$ cat config.mk
export PLATFORM = sky130hd
export DESIGN_NAME = tile_flush_sched
export DESIGN_NICKNAME = d
export VERILOG_FILES = /design/src/rtl/tile_flush_sched.sv
export SDC_FILE = /design/constraint.sdc
export NUM_CORES = 1
export LEC_CHECK = 0
export CORE_MARGIN = 5
export CORE_UTILIZATION = 30
export CTS_BUF_LIST = sky130_fd_sc_hd__clkbuf_8
export CTS_CLUSTER_DIAMETER = 40
export DETAILED_ROUTE_END_ITERATION = 7
export SYNTH_ARGS = -nofsm -noshare
export SYNTH_HDL_FRONTEND = slang
export SYNTH_SLANG_ARGS = --single-unit
$ cat constraint.sdc
create_clock -name i_clk -period 12.4 [get_ports i_clk]
set_clock_uncertainty 0.1 [all_clocks]
set_input_delay 3.72 -clock i_clk [delete_from_list [all_inputs] [get_ports i_clk]]
set_output_delay 3.72 -clock i_clk [all_outputs]
set_load 0.05 [all_outputs]
$ cat src/rtl/tile_flush_sched.sv
// Frame-level sequencer for a two-bank tile RAM shared by the rasterizer and
// the tile writer. Walks the tile grid in raster order, hands free banks to
// the renderer, hands filled banks to the writer with the tile's framebuffer
// address, and reports frame completion once the writer FIFO has drained.
module tile_flush_sched #(
    parameter int TILE_W_BYTES = 64,
    parameter int TILE_H       = 32,
    parameter int CW           = 8
) (
    input  logic          i_clk,
    input  logic          i_rst,
    input  logic          i_frame_start,
    input  logic [31:0]   i_fb_base,
    input  logic [15:0]   i_fb_stride,
    input  logic [CW-1:0] i_tiles_x,
    input  logic [CW-1:0] i_tiles_y,
    output logic          o_busy,
    output logic          o_frame_done,
    output logic          o_rnd_go,
    output logic [CW-1:0] o_rnd_tx,
    output logic [CW-1:0] o_rnd_ty,
    output logic          o_rnd_bank,
    input  logic          i_rnd_done,
    output logic          o_wr_start,
    output logic [31:0]   o_wr_addr,
    output logic [15:0]   o_wr_stride,
    output logic          o_wr_bank,
    input  logic          i_wr_reading,
    input  logic          i_wr_flushed
);

    localparam logic [1:0] S_IDLE  = 2'd0;
    localparam logic [1:0] S_RUN   = 2'd1;
    localparam logic [1:0] S_DRAIN = 2'd2;
    localparam logic [1:0] S_DONE  = 2'd3;

    localparam logic [1:0] W_IDLE  = 2'd0;
    localparam logic [1:0] W_START = 2'd1;
    localparam logic [1:0] W_HI    = 2'd2;
    localparam logic [1:0] W_LO    = 2'd3;

    localparam logic [1:0] B_FREE  = 2'd0;
    localparam logic [1:0] B_REND  = 2'd1;
    localparam logic [1:0] B_FULL  = 2'd2;
    localparam logic [1:0] B_WRIT  = 2'd3;

    localparam logic [31:0] TILE_STEP = 32'(TILE_W_BYTES);
    localparam logic [31:0] ROW_MUL   = 32'(TILE_H);

    logic [1:0]    r_state;
    logic [1:0]    r_wstate;
    logic [1:0]    r_bank_st [0:1];
    logic [31:0]   r_addr_q  [0:1];
    logic          r_rptr;
    logic          r_wptr;
    logic          r_rnd_busy;
    logic [CW-1:0] r_tx;
    logic [CW-1:0] r_ty;
    logic [CW-1:0] r_tiles_x;
    logic [CW-1:0] r_tiles_y;
    logic [31:0]   r_row_base;
    logic [31:0]   r_tile_addr;
    logic [15:0]   r_stride;
    logic          r_frame_done;
    logic          r_rnd_go;
    logic [CW-1:0] r_rnd_tx;
    logic [CW-1:0] r_rnd_ty;
    logic          r_rnd_bank;
    logic          r_wr_start;
    logic [31:0]   r_wr_addr;
    logic          r_wr_bank;

    logic          w_issue;
    logic          w_last_x;
    logic          w_last_y;
    logic          w_rnd_fin;
    logic          w_wr_claim;
    logic          w_release;
    logic [31:0]   w_row_step;
    logic [31:0]   w_row_next;

    // Stride is zero-extended before scaling to a full tile-row step; all
    // address sums wrap modulo 2^32.
    assign w_row_step = {16'd0, r_stride} * ROW_MUL;
    assign w_row_next = r_row_base + w_row_step;

    assign w_issue    = (r_state == S_RUN) && !r_rnd_busy && (r_bank_st[r_rptr] == B_FREE);
    assign w_last_x   = (r_tx == r_tiles_x - CW'(1));
    assign w_last_y   = (r_ty == r_tiles_y - CW'(1));
    assign w_rnd_fin  = i_rnd_done && r_rnd_busy;
    assign w_wr_claim = (r_wstate == W_START);
    assign w_release  = (r_wstate == W_LO) && !i_wr_reading;

    assign o_busy       = (r_state != S_IDLE);
    assign o_frame_done = r_frame_done;
    assign o_rnd_go     = r_rnd_go;
    assign o_rnd_tx     = r_rnd_tx;
    assign o_rnd_ty     = r_rnd_ty;
    assign o_rnd_bank   = r_rnd_bank;
    assign o_wr_start   = r_wr_start;
    assign o_wr_addr    = r_wr_addr;
    assign o_wr_stride  = r_stride;
    assign o_wr_bank    = r_wr_bank;

    // Main sequencer: frame capture, raster walk with render issue, drain, done pulse.
    always_ff @(posedge i_clk or posedge i_rst) begin
        if (i_rst) begin
            r_state      <= S_IDLE;
            r_rptr       <= 1'b0;
            r_rnd_busy   <= 1'b0;
            r_tx         <= '0;
            r_ty         <= '0;
            r_tiles_x    <= '0;
            r_tiles_y    <= '0;
            r_row_base   <= '0;
            r_tile_addr  <= '0;
            r_stride     <= '0;
            r_frame_done <= 1'b0;
            r_rnd_go     <= 1'b0;
            r_rnd_tx     <= '0;
            r_rnd_ty     <= '0;
            r_rnd_bank   <= 1'b0;
            r_addr_q[0]  <= '0;
            r_addr_q[1]  <= '0;
        end else begin
            r_rnd_go     <= 1'b0;
            r_frame_done <= 1'b0;
            if (w_rnd_fin) begin
                r_rnd_busy <= 1'b0;
            end
            case (r_state)
                S_IDLE: begin
                    if (i_frame_start) begin
                        r_stride    <= i_fb_stride;
                        r_tiles_x   <= i_tiles_x;
                        r_tiles_y   <= i_tiles_y;
                        r_tx        <= '0;
                        r_ty        <= '0;
                        r_row_base  <= i_fb_base;
                        r_tile_addr <= i_fb_base;
                        if ((i_tiles_x == '0) || (i_tiles_y == '0)) begin
                            r_state <= S_DONE;
                        end else begin
                            r_state <= S_RUN;
                        end
                    end
                end
                S_RUN: begin
                    if (w_issue) begin
                        r_rnd_go          <= 1'b1;
                        r_rnd_tx          <= r_tx;
                        r_rnd_ty          <= r_ty;
                        r_rnd_bank        <= r_rptr;
                        r_rnd_busy        <= 1'b1;
                        r_addr_q[r_rptr]  <= r_tile_addr;
                        r_rptr            <= ~r_rptr;
                        if (w_last_x) begin
                            r_tx        <= '0;
                            r_ty        <= r_ty + CW'(1);
                            r_row_base  <= w_row_next;
                            r_tile_addr <= w_row_next;
                            if (w_last_y) begin
                                r_state <= S_DRAIN;
                            end
                        end else begin
                            r_tx        <= r_tx + CW'(1);
                            r_tile_addr <= r_tile_addr + TILE_STEP;
                        end
                    end
                end
                S_DRAIN: begin
                    if ((r_bank_st[0] == B_FREE) && (r_bank_st[1] == B_FREE) &&
                        (r_wstate == W_IDLE) && i_wr_flushed) begin
                        r_state <= S_DONE;
                    end
                end
                default: begin
                    r_frame_done <= 1'b1;
                    r_state      <= S_IDLE;
                end
            endcase
        end
    end

    // Writer handshake: claim the next full bank in order, pulse start, track the read window.
    always_ff @(posedge i_clk or posedge i_rst) begin
        if (i_rst) begin
            r_wstate   <= W_IDLE;
            r_wptr     <= 1'b0;
            r_wr_start <= 1'b0;
            r_wr_addr  <= '0;
            r_wr_bank  <= 1'b0;
        end else begin
            r_wr_start <= 1'b0;
            case (r_wstate)
                W_IDLE: begin
                    if (r_bank_st[r_wptr] == B_FULL) begin
                        r_wr_bank <= r_wptr;
                        r_wr_addr <= r_addr_q[r_wptr];
                        r_wstate  <= W_START;
                    end
                end
                W_START: begin
                    r_wr_start <= 1'b1;
                    r_wstate   <= W_HI;
                end
                W_HI: begin
                    if (i_wr_reading) begin
                        r_wstate <= W_LO;
                    end
                end
                default: begin
                    if (!i_wr_reading) begin
                        r_wptr   <= ~r_wptr;
                        r_wstate <= W_IDLE;
                    end
                end
            endcase
        end
    end

    // Per-bank ownership; each transition needs a distinct prior state, so events on both banks combine.
    always_ff @(posedge i_clk or posedge i_rst) begin
        if (i_rst) begin
            r_bank_st[0] <= B_FREE;
            r_bank_st[1] <= B_FREE;
        end else begin
            for (int b = 0; b < 2; b++) begin
                if (w_issue && (r_rptr == 1'(b))) begin
                    r_bank_st[b] <= B_REND;
                end else if (w_rnd_fin && (r_rnd_bank == 1'(b))) begin
                    r_bank_st[b] <= B_FULL;
                end else if (w_wr_claim && (r_wptr == 1'(b))) begin
                    r_bank_st[b] <= B_WRIT;
                end else if (w_release && (r_wptr == 1'(b))) begin
                    r_bank_st[b] <= B_FREE;
                end
            end
        end
    end

endmodule
==> metrics.txt <==
status finished clean; Clk pin slew, worst setup/hold paths 0.06 ns; Final Hold Violating Endpoints 0; GRT overflow 0; Arr. time, crit path roughly 2.4 ns; main combinational cell family by area after synthesis simple AND/OR/NAND/NOR gates; Placer Congestion 0.818; Post-Syn Area 12600 sq um; met1 GRT Util 20.8%; DR vias 9924; FF+latch count, synth 240; Setup violations, final 0; min cycle time layout 6.26 ns; layout cells sized above 1 16.2%; average size of a mapped cell 10.2 sq um; Most Frequent Cell on Critical Path inv_1; Hold Buf Count CTS 0; Boundary Pins 140; grt met2 use 23.1%; final wirelength 35500 microns; Synth area leaders dfrtp_1 48%, mux2_2 9.9%, nand2_1 4.1%; max incr delay on CP 0.83 ns; internal cell power 2.39 mW; Post-CTS Resized 0; dpl hpwl about 25000 microns; Final nets between 1000 and 1500; Combinational Power Share between 40 and 50%; fraction of registers with async set/reset 100%; Worst R2R Path Depth 11; multiplexer area fraction after synthesis 12.9%; largest net degree at the start of global routing 123; CP Depth 4; Hold WC Path Type flip-flop to flip-flop; Worst path slowest cell clkdlybuf4s50_1; Max-Cap Viols 0; CP Launch Type flip-flop; critical path class flip-flop to output port; Lkg Pwr 6.63 nW; area share of the leading cell type in the synthesized netlist ~48%; Synth cell types 80; root buf cell clkbuf_8; setup TNS 0 ns; CP top delay family buffers and inverters; initial antenna violation count 2; routed len/inst 18.2 microns; Adder-Cell Fraction of Synth Area ~3.1%; crit-path cells inv_1 -> ha_1 -> inv_1 -> clkdlybuf4s50_1; initial core utilization between 30% and 40%; Psw approximately 1.9 mW; CP bufs+invs 3; Post-synth EDFFs 0; Clock Sinks 240; row count 75; core box area 41800 sq um; Clk Latency, worst-skew pair 0.58 ns; Post-synth top cells 240 x dfrtp_1, 137 x nand2_1, 111 x mux2_2; pre-CTS setup slack 5.97 ns; CP max FO 8; worst slew pin tran 0.984 ns; first-pass GRT wire length around 56000 microns; DRC viols 0; maximum clock rate 160 MHz; CTS tree yes; Die Height 215 microns; Synth area leader dfrtp_1; CTS buffer count 47; Max-slew headroom 34.1%; vias in the first global route just under 10000; Post-Synth XOR/XNOR Area 4.24%; Sw Ratio 44.9%; register share of total power approximately 32%; post-synthesis compound-gate area fraction 14.3%; worst vdd ir 153 uV; clock share of power 18.0%; Gate Count Post-Synth 1236; Detailed Route Iter0 Violations 629; Simple-Gate Fraction of Synth Area roughly 15%; CP endpoint kind output port; sequential cell area fraction in the yosys report 47.6%; postcts setup bufs 0; Die Area roughly 46000 sq um; TritonRoute pass-1 iters 5; RSZ-0062 raised after global routing no; fin worst setup slack 6.14 ns; Die W around 220 microns; global routing's busiest layer met2; DR vias/cell 5.09; worst hold stages 2; met3 GRT Util a little over 3%; WP data required 8.58 ns; synthesized net count about 1300; period utilization 50.5%; Area Overhead vs Synth 22.9%; port bufs 139; count leader, synth dfrtp_1; deepest clock path buffer count 3; Synth Warn # 0; H-tree Lvls 2; Slew Limit Fails 0; predominant post-synthesis flop cell dfrtp_1; post-route ant nets 0; Tot GR Track Use approximately 15%; pwr/cell area ~280 nW/um^2
## power groups by stage
stage	logic (mW)	clock network [mW]	registers, mW
final	2.15	0.783	1.41
after floorplan	1.34	0	1.58
after global routing	2.35	0.851	1.46
after CTS	2.16	0.814	1.41
after detailed placement	2.15	0	1.42
after global placement	2.11	0	1.41
## metal layers
metal | routed length (microns) | share of wire [%]
met1 | 16400 | 46
met3 | 1840 | 5.2
met2 | 16200 | 46
met5 | 0 | 0
met4 | 1060 | 3.0
## cell usage in the layout (no fill, tap or decap), types with 7 or more instances in the layout
master,Yosys,layout
xor2_1,28,28
nor2b_1,11,11
clkdlybuf4s50_1,0,139
o31ai_1,9,9
nor3_1,15,14
xnor2_1,33,33
ha_1,30,29
a21boi_0,7,7
buf_4,1,13
mux2_2,111,111
o211ai_1,7,7
nor4_1,10,10
nand4_1,15,15
o21a_1,11,11
a2bb2oi_1,7,7
and3_1,16,16
nand3_1,40,40
mux2i_1,38,38
dfrtp_1,240,239
inv_1,32,42
o21ai_0,76,76
clkinv_2,0,10
nand2_1,137,135
a21oi_1,55,55
clkbuf_8,0,59
nor2_1,81,81
nand2b_1,8,8
a31oi_1,22,22
or3_1,10,10
o22ai_1,12,12
a21o_1,14,14
## cell families (layout without fill, tap and decap cells)
kind of cell / count (synthesis) / count (layout)
flip-flops: 240 / 240
buffers and inverters: 96 / 269
AND/OR/NAND/NOR: 380 / 380
AO/OA/AOI/OAI: 279 / 279
multiplexers: 149 / 149
XOR/XNOR: 61 / 61
other: 0 / 3
adder cells (fa/ha/maj): 31 / 31
## tightest hold or removal path, delay by kind of cell, from the launching register on
kind             cells  cell delay [ns]
AND/OR/NAND/NOR      1             0.05
flip-flops           1             0.34
AO/OA/AOI/OAI        1             0.06
## metrics by stage
| step | util, % | power [mW] | std cells | hold slack, ns | instance area, sq um |
|---|---|---|---|---|---|
| after floorplan | - | 2.93 | 1236 | 0.350 | 12600 |
| after global placement | 34.8 | 3.52 | 1863 | 0.362 | 14500 |
| after detailed placement | 34.8 | 3.57 | 1863 | 0.371 | 14500 |
| after CTS | 37.1 | 4.38 | 1948 | 0.384 | 15500 |
| after global routing | 37.1 | 4.66 | 1950 | 0.394 | 15500 |
| final | 37.1 | 4.34 | 1951 | 0.375 | 15500 |
## state kept, by name, summed over array words and instances, names as in the netlist, 16 cells and up
register / count
r_addr_q: 64
o_wr_addr: 32
o_wr_stride: 16
r_tile_addr: 32
r_row_base: 32
## final timing paths
check,startpoint,to,slack (ns)
min,o_wr_addr[31],o_wr_addr[31],0.37
max reg2reg,r_state[1],r_row_base[21],8.63
max in group asynchronous,i_rst,r_addr_q[49],7.09
min in group asynchronous,i_rst,o_wr_start,3.63
min reg2reg,o_wr_addr[31],o_wr_addr[31],0.37
max,r_state[0],o_busy,6.14
## final cells by class
cell class                 instances  area, sq um
inverter                          32          128
clock buffer                      59          812
clock inverter                    26          130
tap                              539          674
antenna                            3         7.51
fill                            4125        26300
sequential                       240         6010
timing repair buffer             152         1490
multi-input combinational        900         6240
Note: power is estimated with default switching activity, not from simulation.
